File: src/rtl/riscv_ctrl_redirect.sv
// PC redirect / front-end flush sequencer for taken branches and jumps resolved in execute.
// Optional feature: define RISCV_REDIRECT_PERFCNT_EN to build the accepted-redirect counter.
//
// state | meaning
// IDLE  | waiting for a taken branch/jump from execute
// REQ   | redirect offered to fetch, flush asserted
// DRAIN | redirect accepted, flush held while old-path fetch responses drain

module riscv_ctrl_redirect #(
   parameter int XLEN         = 32,
   parameter int FLUSH_CYCLES = 2
) (
   input  logic            iclk,
   input  logic            irst,
   input  logic            iex_valid,
   input  logic            iex_take,
   input  logic [XLEN-1:0] iex_target,
   input  logic            ifetch_ready,
   output logic            oredirect_valid,
   output logic [XLEN-1:0] oredirect_pc,
   output logic            oflush,
   output logic            omisalign,
   output logic [31:0]     oredir_count
);

   typedef enum logic [1:0] {
      IDLE  = 2'd0,
      REQ   = 2'd1,
      DRAIN = 2'd2
   } state_t;

   // The DRAIN entry value is only used when FLUSH_CYCLES is non-zero.
   localparam logic [3:0] DRAIN_LOAD = (FLUSH_CYCLES == 0) ? 4'd0 : 4'(FLUSH_CYCLES - 1);

   state_t          state_q;
   state_t          state_d;
   logic [XLEN-1:0] pc_q;
   logic [3:0]      drain_q;
   logic            misalign_q;
   logic            br_event;
   logic            tgt_aligned;
   logic            handshake;

   assign br_event    = (state_q == IDLE) && iex_valid && iex_take;
   assign tgt_aligned = (iex_target[1:0] == 2'b00);
   assign handshake   = (state_q == REQ) && ifetch_ready;

   always_ff @(posedge iclk or posedge irst) begin
      if (irst) begin
         state_q <= IDLE;
      end else begin
         state_q <= state_d;
      end
   end

   always_comb begin
      state_d = state_q;
      case (state_q)
         IDLE: begin
            if (br_event && tgt_aligned) begin
               state_d = REQ;
            end
         end
         REQ: begin
            if (ifetch_ready) begin
               state_d = (FLUSH_CYCLES == 0) ? IDLE : DRAIN;
            end
         end
         DRAIN: begin
            if (drain_q == 4'd0) begin
               state_d = IDLE;
            end
         end
         default: state_d = IDLE;
      endcase
   end

   always_comb begin
      oredirect_valid = 1'b0;
      oflush          = 1'b0;
      case (state_q)
         REQ: begin
            oredirect_valid = 1'b1;
            oflush          = 1'b1;
         end
         DRAIN: oflush = 1'b1;
         default: begin
            oredirect_valid = 1'b0;
            oflush          = 1'b0;
         end
      endcase
   end

   always_ff @(posedge iclk or posedge irst) begin
      if (irst) begin
         pc_q       <= '0;
         drain_q    <= 4'd0;
         misalign_q <= 1'b0;
      end else begin
         misalign_q <= br_event && !tgt_aligned;
         if (br_event && tgt_aligned) begin
            pc_q <= iex_target;
         end
         if (handshake) begin
            drain_q <= DRAIN_LOAD;
         end else if ((state_q == DRAIN) && (drain_q != 4'd0)) begin
            drain_q <= drain_q - 4'd1;
         end
      end
   end

   assign oredirect_pc = pc_q;
   assign omisalign    = misalign_q;

`ifdef RISCV_REDIRECT_PERFCNT_EN
   logic [31:0] redir_count_q;

   always_ff @(posedge iclk or posedge irst) begin
      if (irst) begin
         redir_count_q <= 32'd0;
      end else if (handshake) begin
         redir_count_q <= redir_count_q + 32'd1;
      end
   end

   assign oredir_count = redir_count_q;
`else
   assign oredir_count = 32'd0;
`endif

endmodule
File: config.mk
export PLATFORM = sky130hd
export DESIGN_NAME = riscv_ctrl_redirect
export DESIGN_NICKNAME = d
export VERILOG_FILES = /design/src/rtl/riscv_ctrl_redirect.sv
export SDC_FILE = /design/constraint.sdc
export NUM_CORES = 1
export LEC_CHECK = 0
export ABC_CLOCK_PERIOD_IN_PS = 3000
export CAP_MARGIN = 20
export CORE_MARGIN = 3
export CORE_UTILIZATION = 42
export DETAILED_ROUTE_END_ITERATION = 10
export PLACE_DENSITY = 0.85
export SYNTH_ARGS = -nofsm -noshare
export SYNTH_HDL_FRONTEND = slang
export SYNTH_SLANG_ARGS = --single-unit
File: constraint.sdc
create_clock -name iclk -period 3 [get_ports iclk]
set_clock_uncertainty 0.05 [all_clocks]
set_input_delay 0.9 -clock iclk [delete_from_list [all_inputs] [get_ports iclk]]
set_output_delay 0.9 -clock iclk [all_outputs]
set_load 0.05 [all_outputs]
== After elaboration in Yosys (flattened, before gate mapping) ==
Cells that the tools add are included.
Word-level totals
  bits in registers: 39
  input port bits: 37
  output and inout bits: 67
Operators by class
  add/subtract/negate cells: 1
  equal/unequal tests: 5
  mux-type cells: 8
  reductions and logical operators: 14
Operators with widths (count)
  4-bit 2-to-1 mux: 2
  1-bit logical AND: 6
  2-bit 2-to-1 mux: 3
  2-bit one-hot mux with 3 select lines: 1
  2-bit zero test: 2
  4-bit zero test: 1
  2-bit inequality test (second input constant): 2
  4-bit nonzero test: 1
  4-bit by 1-bit subtractor with 4-bit output (second input constant): 1
  3-bit AND reduction: 1
  2-bit by 1-bit == test with 1-bit output (second input constant): 1
  2-bit == test (second input constant): 1
  1-bit 2-to-1 mux: 2
  2-bit by 1-bit inequality test with 1-bit output (second input constant): 1
  2-bit nonzero test: 1
  2-bit OR reduction: 1
  1-bit zero test: 1

== Longest topological paths before layout ==
  depth after elaboration: 6
  mapped depth: 8

== Worst setup path after synthesis ==
No wires, ideal clock.
  path kind: input -> register
  from: in iex_take
  to: reg pc_q[10] (netlist: oredirect_pc[10])
  arrival time: 1.858 ns
  data required time: 2.825 ns
  setup slack: 0.967 ns
  stages: 5
  buffers on the path: 2
  cells stage by stage: nand3_1 > or3_1 > buf_6 > buf_6 > mux2_4
Between the ends
  cells in the longest elaborated chain, start to end: 2
RTL lines
  from (decl): line 16  | input logic iex_take,
  1-bit logical AND: line 44  | assign br_event = (state_q == IDLE) && iex_valid && iex_take;
  1-bit logical AND: line 101  | if (br_event && tgt_aligned) begin
  to (signal assigned): line 102  | pc_q <= iex_target;
  to (decl): line 37  | logic [XLEN-1:0] pc_q;
Every way passes these cells.
A chain may end at the register's enable or synchronous reset.

== Final worst setup path ==
  from: reg state_q[1]
  to: out oredirect_valid
Between the ends
  cells in the longest elaborated chain, start to end: 2
RTL lines
  from (decl): line 35  | state_t state_q;
  from (signal assigned): line 52  | state_q <= state_d;
  2-bit by 1-bit == test with 1-bit output: line 81  | case (state_q)
  1-bit 2-to-1 mux: line 81
  to (decl): line 19  | output logic oredirect_valid,
Every way passes these cells.

==> flow_summary.json <==
{
  "synthTopCellsByArea": "dfrtp_1 (50%), mux2_4 (16%), buf_4 (12%)",
  "synth_edf_count": 0,
  "route.detailed.drc": 0,
  "avgSynthCellArea_sq_um": 13.5,
  "fmax_mhz": 349,
  "area_growth_pct": 39.3,
  "pwr-share-seq_pct": 27.9,
  "slew_violations": 0,
  "grt_pass1_wl_mm": 5.66,
  "yosysTopAreaCell": "dfrtp_1",
  "placed_cells": 264,
  "startpoint_type": "register",
  "viasPerCell": 4.47,
  "synthCells": 144,
  "maxCapViolations": 0,
  "seqCellArea_sq_um": 976,
  "io-pin-count": 104,
  "max_stage_delay_ns": 0.84,
  "yosys_register_bits": 39,
  "core_area_sq_um": 4410,
  "drt-initial-drc-count": 47,
  "grt_pass1_vias": 1224,
  "wl_met1_mm": 1.43,
  "clockPowerShare_pct": 15.8,
  "power_density_nw_per_um2": 1210,
  "grt_max_degree": 40,
  "synth-async-reset-ratio_pct": 100,
  "nNetsFinal": 261,
  "critPathBufInv": 2,
  "cts_setup_buffers": 0,
  "setup.worst_path.class": "register to output pin",
  "p_switching_mw": 1.47,
  "syn_area_sq_um": 1940,
  "path_max_fanout": 6,
  "die_x_um": 73.9,
  "power.leakage_nw": 1.28,
  "worst_pin_slew_ns": 0.514,
  "final.setup.tns_ns": 0,
  "die_area_sq_um": 5460,
  "clock_path_buffers": 2,
  "clk_latency_ns": 0.28,
  "finalHoldViolations": 0,
  "start_util_pct": 43.9,
  "instances_no_fill": 272,
  "outcome": "finished, final reports clean",
  "peakVddDrop_mv": 0.719,
  "arrival_ns": 1.91,
  "wl_per_cell_um": 13.4,
  "routed_wl_mm": 3.65,
  "synth_most_common_cell": "dfrtp_1",
  "relSlewSlack_pct": 65.7,
  "place.gp.congestion": 0.773,
  "antenna_found_initial": 0,
  "row_count": 24,
  "tritoncts": "yes",
  "crit_required_ns": 2.05,
  "rrSetupSlack_ns": 1.00,
  "reg2regPathDepth": 6,
  "gr-total-overflow": 0,
  "yosys_warnings": 0,
  "critPathTopFamily": "buffers and inverters",
  "intPower_mw": 1.80,
  "io_buffers": 71,
  "slowest_stage": "clkdlybuf4s50_1",
  "wl_met2_mm": 1.91,
  "ctsHoldBuffers": 0,
  "finalSetupViolCount": 0,
  "end_kind": "output pin",
  "hold_slack_ns": 0.437,
  "period_minus_slack_ns": 2.86,
  "firstDrtPassIters": 4,
  "fin_total_pwr_mw": 3.27,
  "synth.distinct_cells": 26,
  "hpwl_mm": 2.80,
  "numCtsBuffers": 5,
  "htreeDepth": 2,
  "synth_ff_type": "dfrtp_1",
  "p_comb_share_pct": 56.3,
  "drive_above_1_share_pct": 20.9,
  "wl_met3_um": 276,
  "grtUsageTotal_pct": 13.6,
  "critical_path_depth": 3,
  "cts.sinks": 39,
  "period_share_pct": 95.5,
  "hold_path.class": "register to register",
  "ys_top_cells_by_count": "dfrtp_1 (39), buf_4 (32), mux2_4 (20), mux2_2 (11), inv_1 (6)",
  "clkTransAtPathRegs_ns": 0.08,
  "critical_path.cell_chain": "inv_1 > ha_1 > clkdlybuf4s50_1",
  "p_sw_share_pct": 44.9,
  "root_buffer": "clkbuf_8",
  "ys_seq_area_share_pct": 50.4,
  "yosysTopAreaCellShare_pct": 50.4,
  "fillers": 351,
  "post_cts_resized": 0,
  "num_vias": 1215,
  "multi_input_area_sq_um": 766,
  "highest_layer": "met4",
  "worst_hold_path.num_cells": 1,
  "drt.antenna.violating_nets": 0,
  "chipHeight_um": 73.9,
  "num_antenna_cells": 0,
  "rsz0062_at_grt": "no",
  "fin_util_pct": 61.1
}
## per-layer routing
| metal | up-vias | GRT usage, % |
|---|---|---|
| met4 | 0 | 4.63 |
| met5 | - | 0 |
| met3 | 5 | 4.38 |
| met1 | 588 | 16.2 |
| li1 | 566 | - |
| met2 | 56 | 23.2 |
## path summary, 6_finish.rpt
| kind | start | to |
|---|---|---|
| worst max-delay path | state_q[1] | oredirect_valid |
| worst min-delay path | oredirect_pc[1] | oredirect_pc[1] |
| worst max register to register | state_q[1] | oredirect_pc[16] |
| worst min register to register | oredirect_pc[1] | oredirect_pc[1] |
| max in group asynchronous | irst | oredirect_pc[24] |
| min in group asynchronous | irst | oredirect_pc[8] |
## registers in the layout, summed over array words and instances, names as in the netlist
name,cells
drain_q,4
omisalign,1
oredirect_pc,32
state_q,2
## cell type report
| class | count | area share, % |
|---|---|---|
| Multi-Input combinational cell | 93 | 28.4 |
| Tap cell | 52 | 2.41 |
| Sequential cell | 39 | 36.2 |
| Timing Repair Buffer | 74 | 27.2 |
| Clock buffer | 5 | 2.55 |
| Inverter | 6 | 0.834 |
| Clock inverter | 3 | 2.50 |
## stage by stage
stage | worst slack, ns | instance area [sq um]
2_1_floorplan | 0.967 | 2050
3_3_place_gp | 0.330 | 2560
3_5_place_dp | 0.292 | 2560
4_1_cts | 0.125 | 2700
5_1_grt | 0.0564 | 2700
6_report | 0.136 | 2700
## power by group through the flow
stage          Sequential (mW)  Combinational, mW  Clock (mW)
3_5_place_dp             0.918               1.85           0
2_1_floorplan             1.63              0.598           0
6_report                 0.912               1.84       0.516
5_1_grt                  0.947               1.92       0.557
4_1_cts                  0.914               1.86       0.533
3_3_place_gp             0.909               1.82           0
## cells by family (layout without fill, tap and decap cells)
logic type | after synthesis | count (layout) | synth area share [%]
xor+xnor | 2 | 2 | 0.905
fa+ha+maj | 5 | 5 | 3.23
flops | 39 | 39 | 50.4
compound gates | 9 | 9 | 3.49
mux | 31 | 31 | 21.9
simple gates | 14 | 14 | 3.75
other cells | 1 | 32 | 0.194
buf+inv | 43 | 88 | 16.1
## layout by cell type, fill, tap and decap left out, types with 2 or more instances in the layout
cell / netlist / routed
clkbuf_8: 0 / 5
conb_1: 1 / 32
nand3_1: 2 / 2
nand2_1: 3 / 3
dfrtp_1: 39 / 39
clkdlybuf4s50_1: 0 / 71
mux2_4: 20 / 20
bufinv_16: 0 / 2
and2_1: 2 / 2
nor2_1: 3 / 3
mux2_2: 11 / 11
buf_4: 32 / 3
ha_1: 5 / 5
inv_1: 6 / 6
a21oi_1: 3 / 3
Power figures use the tool's default switching activity.
